--- src/rtl/lsu_byte_seq.sv ---
// Byte-serialising load/store unit: one core request becomes 1/2/4 single-byte ram beats.
// Optional macro LSU_MISALIGNED_EN: misaligned half/word accesses run as byte beats instead of faulting.
module lsu_byte_seq #(
  parameter int ram_width = 12
) (
  input  logic        clk,
  input  logic        rst_n,
  input  logic        req_valid,
  output logic        req_ready,
  input  logic        req_we,
  input  logic [1:0]  req_size,
  input  logic        req_unsigned,
  input  logic [31:0] req_addr,
  input  logic [31:0] req_wdata,
  output logic        resp_valid,
  output logic [31:0] resp_rdata,
  output logic        resp_exc,
  output logic        mem_rw,
  output logic [1:0]  mem_len,
  output logic [31:0] mem_addr,
  output logic [31:0] mem_write,
  input  logic [31:0] mem_read,
  input  logic        mem_exception
);

  typedef enum logic [1:0] {IDLE = 2'd0, BEAT = 2'd1, RESP = 2'd2} state_t;

  state_t      state_r;
  logic        we_r;
  logic [1:0]  size_r;
  logic        uns_r;
  logic [31:0] addr_r;
  logic [31:0] wdata_r;
  logic [31:0] ldata_r;
  logic [1:0]  cnt_r;

  logic [2:0]  req_beats_s;
  logic [32:0] last_byte_s;
  logic        misaligned_s;
  logic        req_exc_s;
  logic [31:0] ldata_s;
  logic        last_s;
  logic        unused_s;

  function automatic logic [31:0] extend(input logic [1:0] size, input logic uns, input logic [31:0] d);
    case (size)
      2'b00:   extend = {{24{d[7] & ~uns}}, d[7:0]};
      2'b01:   extend = {{16{d[15] & ~uns}}, d[15:0]};
      default: extend = d;
    endcase
  endfunction

  function automatic logic [7:0] byte_sel(input logic [31:0] d, input logic [1:0] idx);
    return d[{idx, 3'b000} +: 8];
  endfunction

  assign mem_len  = 2'b00;
  assign unused_s = ^mem_read[31:8];

  // Request fault check: illegal size, misalignment, or last byte beyond the ram.
  always_comb begin
    req_beats_s = 3'd1 << req_size;
    last_byte_s = {1'b0, req_addr} + {30'd0, req_beats_s} - 33'd1;
`ifdef LSU_MISALIGNED_EN
    misaligned_s = 1'b0;
`else
    misaligned_s = ((req_size == 2'b01) && req_addr[0]) ||
                   ((req_size == 2'b10) && (req_addr[1:0] != 2'b00));
`endif
    req_exc_s = (req_size == 2'b11) || misaligned_s ||
                (last_byte_s >= (33'd1 << ram_width));
  end

  // Merge the current beat's read byte into its lane and detect the final beat.
  always_comb begin
    ldata_s = ldata_r;
    ldata_s[{cnt_r, 3'b000} +: 8] = mem_read[7:0];
    last_s = ({1'b0, cnt_r} == ((3'd1 << size_r) - 3'd1));
  end

  // Sequencer FSM with registered response and ram-side outputs.
  always_ff @(posedge clk or negedge rst_n) begin
    if (!rst_n) begin
      state_r    <= IDLE;
      we_r       <= 1'b0;
      size_r     <= 2'b00;
      uns_r      <= 1'b0;
      addr_r     <= 32'd0;
      wdata_r    <= 32'd0;
      ldata_r    <= 32'd0;
      cnt_r      <= 2'd0;
      req_ready  <= 1'b1;
      resp_valid <= 1'b0;
      resp_exc   <= 1'b0;
      resp_rdata <= 32'd0;
      mem_rw     <= 1'b0;
      mem_addr   <= 32'd0;
      mem_write  <= 32'd0;
    end else begin
      case (state_r)
        IDLE: begin
          if (req_valid) begin
            we_r       <= req_we;
            size_r     <= req_size;
            uns_r      <= req_unsigned;
            addr_r     <= req_addr;
            wdata_r    <= req_wdata;
            ldata_r    <= 32'd0;
            cnt_r      <= 2'd0;
            req_ready  <= 1'b0;
            resp_rdata <= 32'd0;
            if (req_exc_s) begin
              state_r    <= RESP;
              resp_valid <= 1'b1;
              resp_exc   <= 1'b1;
            end else begin
              state_r    <= BEAT;
              resp_exc   <= 1'b0;
              mem_rw     <= req_we;
              mem_addr   <= req_addr;
              mem_write  <= {24'd0, req_wdata[7:0]};
            end
          end
        end
        BEAT: begin
          ldata_r <= ldata_s;
          if (mem_exception || last_s) begin
            state_r    <= RESP;
            resp_valid <= 1'b1;
            resp_exc   <= mem_exception;
            resp_rdata <= (mem_exception || we_r) ? 32'd0 : extend(size_r, uns_r, ldata_s);
            mem_rw     <= 1'b0;
            mem_addr   <= 32'd0;
            mem_write  <= 32'd0;
          end else begin
            cnt_r     <= cnt_r + 2'd1;
            mem_addr  <= addr_r + {30'd0, cnt_r + 2'd1};
            mem_write <= {24'd0, byte_sel(wdata_r, cnt_r + 2'd1)};
          end
        end
        RESP: begin
          state_r    <= IDLE;
          req_ready  <= 1'b1;
          resp_valid <= 1'b0;
          resp_exc   <= 1'b0;
          resp_rdata <= 32'd0;
        end
        default: begin
          state_r    <= IDLE;
          req_ready  <= 1'b1;
          resp_valid <= 1'b0;
          resp_exc   <= 1'b0;
          mem_rw     <= 1'b0;
          mem_addr   <= 32'd0;
          mem_write  <= 32'd0;
        end
      endcase
    end
  end

endmodule

--- config.mk ---
export PLATFORM = sky130hd
export DESIGN_NAME = lsu_byte_seq
export DESIGN_NICKNAME = d
export VERILOG_FILES = /design/src/rtl/lsu_byte_seq.sv
export SDC_FILE = /design/constraint.sdc
export NUM_CORES = 1
export LEC_CHECK = 0
export BUFFER_PORTS_ARGS = -buffer_cell sky130_fd_sc_hd__buf_4
export CORE_MARGIN = 4
export CORE_UTILIZATION = 60
export DETAILED_ROUTE_END_ITERATION = 8
export PLACE_DENSITY = 0.85
export REMOVE_ABC_BUFFERS = 1
export SLEW_MARGIN = 15
export SYNTH_ARGS = -nofsm -noshare
export SYNTH_HDL_FRONTEND = slang
export SYNTH_SLANG_ARGS = --single-unit
export TNS_END_PERCENT = 10
--- constraint.sdc ---
create_clock -name clk -period 8.65 [get_ports clk]
set_clock_uncertainty 0.1 [all_clocks]
set_input_delay 0.865 -clock clk [delete_from_list [all_inputs] [get_ports clk]]
set_output_delay 0.865 -clock clk [all_outputs]
set_load 0.05 [all_outputs]
==> summary.txt <==
Outcome
  • Run status: finished, final reports clean

Logic synthesis
  • Share of synthesized flip-flops with an asynchronous set or reset: 100%
  • Number of flip-flops and latches in the synthesized netlist: 180
  • Most repeated cell in the gate-level netlist after synthesis: sky130_fd_sc_hd__nand2_1
  • Largest area contributor in the synthesized netlist: sky130_fd_sc_hd__dfrtp_1
  • Seq/Total Area, Yosys: 38.8%
  • Number of library cell types mapped by synthesis: 80
  • Share of the synthesized area in the top cell type: 38.6%
  • Mapped Avg Cell Area: 8.58 um^2
  • Post-synthesis instance total: 1351
  • Number of flops mapped to enable cells by yosys: 0
  • Most instantiated cells after synthesis: sky130_fd_sc_hd__nand2_1, sky130_fd_sc_hd__dfrtp_1, sky130_fd_sc_hd__a21oi_1, sky130_fd_sc_hd__o21ai_0, sky130_fd_sc_hd__inv_1
  • Total standard cell area after synthesis: 11600 um^2
  • Commonest register cell after synthesis: sky130_fd_sc_hd__dfrtp_1
  • Main area contributors after synthesis: sky130_fd_sc_hd__dfrtp_1, sky130_fd_sc_hd__nand2_1, sky130_fd_sc_hd__a21oi_1, sky130_fd_sc_hd__ha_1, sky130_fd_sc_hd__o21ai_0
  • Total of warnings raised by yosys: 0

Clock tree
  • Count of buffers added by post-CTS timing repair for setup: 0
  • CTS Hold Bufs: 0
  • Cts bufs inserted: 17
  • Post_cts resized: 0
  • Later-pin clock latency in the skew report: 0.43 ns
  • Cell at the root of the clock tree: sky130_fd_sc_hd__clkbuf_16
  • Clock sink count: 180
  • TritonCTS clock tree: yes
  • CTS H-tree lvls: 4
  • Maximum root-to-sink buffer count: 2
  • Clock-pin slew on the worst setup and hold paths: 0.07 ns

Floorplanning
  • Vertical die dimension: 147 um
  • Core Footprint: 18800 um^2
  • Die extent in x: 147 um
  • Starting Density: 61.6%
  • Total die area: 21600 um^2
  • Io pins: 206
  • Total number of placement rows: 50

Power
  • Maximum ir drop on the vdd rail: 0.000164 V
  • Power per Cell Area: 178 nW/um^2
  • Leakage power of the design: 6.40 nW

Detailed routing
  • Overall via count from detail_route: 10600
  • Routed WL: 32.4 mm
  • Remaining DRCs: 0
  • Routed wire per std cell: 18.7 um
  • DRT Pass-1 Iters: 5
  • Number of design-rule violations left by the first detailed-router iteration: 741
  • Post-detailed-route count of antenna-violating nets: 0
  • Per-cell via count in the routed design: 6.11

Layout
  • Nets: 1604
  • Antenna Diode Count: 0
  • Finished layout cell area: 13400 um^2
  • Fraction of final layout cells with drive strength greater than 1: 17.0%
  • Area grow syn2layout: 15.3%
  • Fill cell count: 1450

Setup path
  • Crit-path max cell delay: 0.71 ns
  • CP bufs+invs: 2
  • Type of origin of the critical path: input port
  • Endpoint arrival time on the critical path: 6.02 ns
  • Required time at the worst-slack endpoint: 8.87 ns
  • Highest net fanout along the worst path: 35
  • CP delay by family, top: compound AO/OA/AOI/OAI gates
  • WS Path Type: in2reg
  • Critical Path Slowest Stage Cell: sky130_fd_sc_hd__a211oi_1
  • Crit end category: flip-flop
  • Cell-by-cell trace of the critical path: buf_4 > nand2b_1 > ha_1 > inv_1 > ha_1 > a211oi_1 > o21ai_0 > a211oi_1 > mux2i_1 > o31a_1 > nand3b_1 > a2111oi_4 > nand4_4 > o31a_1 > a221oi_1

Place
  • Placed inst area: 12800 um^2
  • Post-detailed-placement half-perimeter wirelength: 23.1 mm
  • Weighted congestion reported at the end of routability-driven placement: 0.928
  • Count of input and output buffers: 155

Timing
  • Final min period: 5.80 ns
  • Worst Max-Slew Pin Slew: 0.992 ns
  • Worst-case headroom to the max-slew limit: 33.4%
  • RSZ-0062 raised after global routing: false
  • Setup_tns: 0 ns
  • Pins Over Slew Limit: 0
  • Setup-violating endpoint count in the final report: 0
  • Share of the cycle needed by the critical path after routing: 67.0%
  • Fin. Hold Viols: 0
  • Maximum operating frequency: 173 MHz

Global routing
  • Largest net degree at the start of global routing: 109
  • Total grt overflow: 0
  • First-pass GRT wire length: 52.1 mm
  • Vias in the first global route: 10200
  • Initial antenna violation count: 0
  • Overall global routing resource usage: 29.5%

Hold path
  • Hold WC Path Type: reg2reg

Flow run
  • Number of max-capacitance violations reported: 0
[kinds of logic (layout without fill, tap and decap cells)]
logic type / count (synthesis) / count (layout) / synth area share (%)
buffers and inverters: 178 / 271 / 7.06
other: 1 / 26 / 0.0323
AOI/OAI and AO/OA: 399 / 399 / 23.7
and+or+nand+nor: 485 / 485 / 19.6
DFF: 180 / 180 / 38.9
adders and majority gates: 44 / 44 / 4.88
xor gates and xnor gates: 50 / 50 / 3.78
muxes: 14 / 14 / 2.08
[power by group]
group          internal, mW  switching, mW
Clock                 0.419          0.387
Sequential            0.909         0.0560
Combinational         0.210          0.402
[state kept, by name, indices dropped and copies added, names as in the netlist]
signal      count
addr_r         32
cnt_r           2
ldata_r        32
mem_addr       32
mem_rw          1
mem_write       8
req_ready       1
resp_exc        1
resp_rdata     32
resp_valid      1
size_r          2
state_r         2
uns_r           1
wdata_r        32
we_r            1
[worst paths after layout]
kind                                    startpoint                       end  slack [ns]  cells after the start
min in group asynchronous                    rst_n    addr_r[28]$_DFFE_PN0P_        0.47                      1
setup reg to reg              cnt_r[0]$_DFFE_PN0P_  mem_addr[16]$_DFFE_PN0P_        3.36                     11
max in group asynchronous                    rst_n    addr_r[12]$_DFFE_PN0P_        6.45                      2
hold reg to reg            wdata_r[30]$_DFFE_PN0P_   wdata_r[30]$_DFFE_PN0P_        0.38                      2
setup / recovery                       req_size[0]  mem_write[7]$_DFFE_PN0P_        2.85                     15
hold / removal             wdata_r[30]$_DFFE_PN0P_   wdata_r[30]$_DFFE_PN0P_        0.38                      2
[metal layers]
layer  up-vias  share of wire (%)  track usage [%]
li1       4953                  -                -
met1      5092                 44             41.6
met2       460                 46             46.0
met3        66                7.4             5.55
met4         0                2.8             10.6
met5         -                  0                0
[cell type report]
class / instances / area (um^2) / area share, %
flip-flops and latches: 180 / 4510 / 33.7
repair buffers: 170 / 1280 / 9.57
multi-input cells: 1018 / 6390 / 47.8
inverters: 69 / 259 / 1.94
clock inverters: 14 / 184 / 1.38
clock buffers: 18 / 429 / 3.21
well taps: 260 / 325 / 2.43
[placed cells by master, fill, tap and decap left out, types with 14 or more instances in the layout]
cell,netlist,layout
sky130_fd_sc_hd__o21ai_0,97,97
sky130_fd_sc_hd__nor3_1,21,20
sky130_fd_sc_hd__conb_1,1,26
sky130_fd_sc_hd__a21oi_1,110,110
sky130_fd_sc_hd__buf_4,28,169
sky130_fd_sc_hd__nor2_1,52,52
sky130_fd_sc_hd__nand4_1,19,19
sky130_fd_sc_hd__inv_1,69,69
sky130_fd_sc_hd__nand3_1,19,19
sky130_fd_sc_hd__clkbuf_16,0,17
sky130_fd_sc_hd__nand2_1,267,266
sky130_fd_sc_hd__xor2_1,14,14
sky130_fd_sc_hd__xnor2_1,36,35
sky130_fd_sc_hd__ha_1,42,42
sky130_fd_sc_hd__a21o_1,33,33
sky130_fd_sc_hd__a2bb2oi_1,18,18
sky130_fd_sc_hd__a211oi_1,18,18
sky130_fd_sc_hd__o41ai_1,24,24
sky130_fd_sc_hd__nor2b_1,39,39
sky130_fd_sc_hd__dfrtp_1,179,179
[worst reg2reg max path, cell delays in order, from the launching register on]
cell	delay, ns
sky130_fd_sc_hd__dfrtp_1	0.91
sky130_fd_sc_hd__inv_1	0.36
sky130_fd_sc_hd__ha_1	0.83
sky130_fd_sc_hd__inv_1	0.26
sky130_fd_sc_hd__fa_1	0.55
sky130_fd_sc_hd__nand4b_1	0.41
sky130_fd_sc_hd__nor3_1	0.90
sky130_fd_sc_hd__nand2_1	0.15
sky130_fd_sc_hd__xnor2_1	0.23
sky130_fd_sc_hd__a21oi_1	0.09
sky130_fd_sc_hd__nor4b_1	0.17
sky130_fd_sc_hd__a211oi_1	0.25
[through the flow]
step	cells	power (mW)	util, %	worst slack (ns)	hold WS (ns)
floorplan	1267	1.38	-	2.82	0.340
finish	1729	2.38	71.0	2.85	0.376
global placement	1697	1.57	67.7	2.62	0.350
global route	1729	2.48	71.0	2.65	0.394
CTS	1729	2.38	71.0	2.93	0.376
detailed placement	1697	1.58	67.7	2.54	0.358
Note: power is estimated with default switching activity, not from simulation.
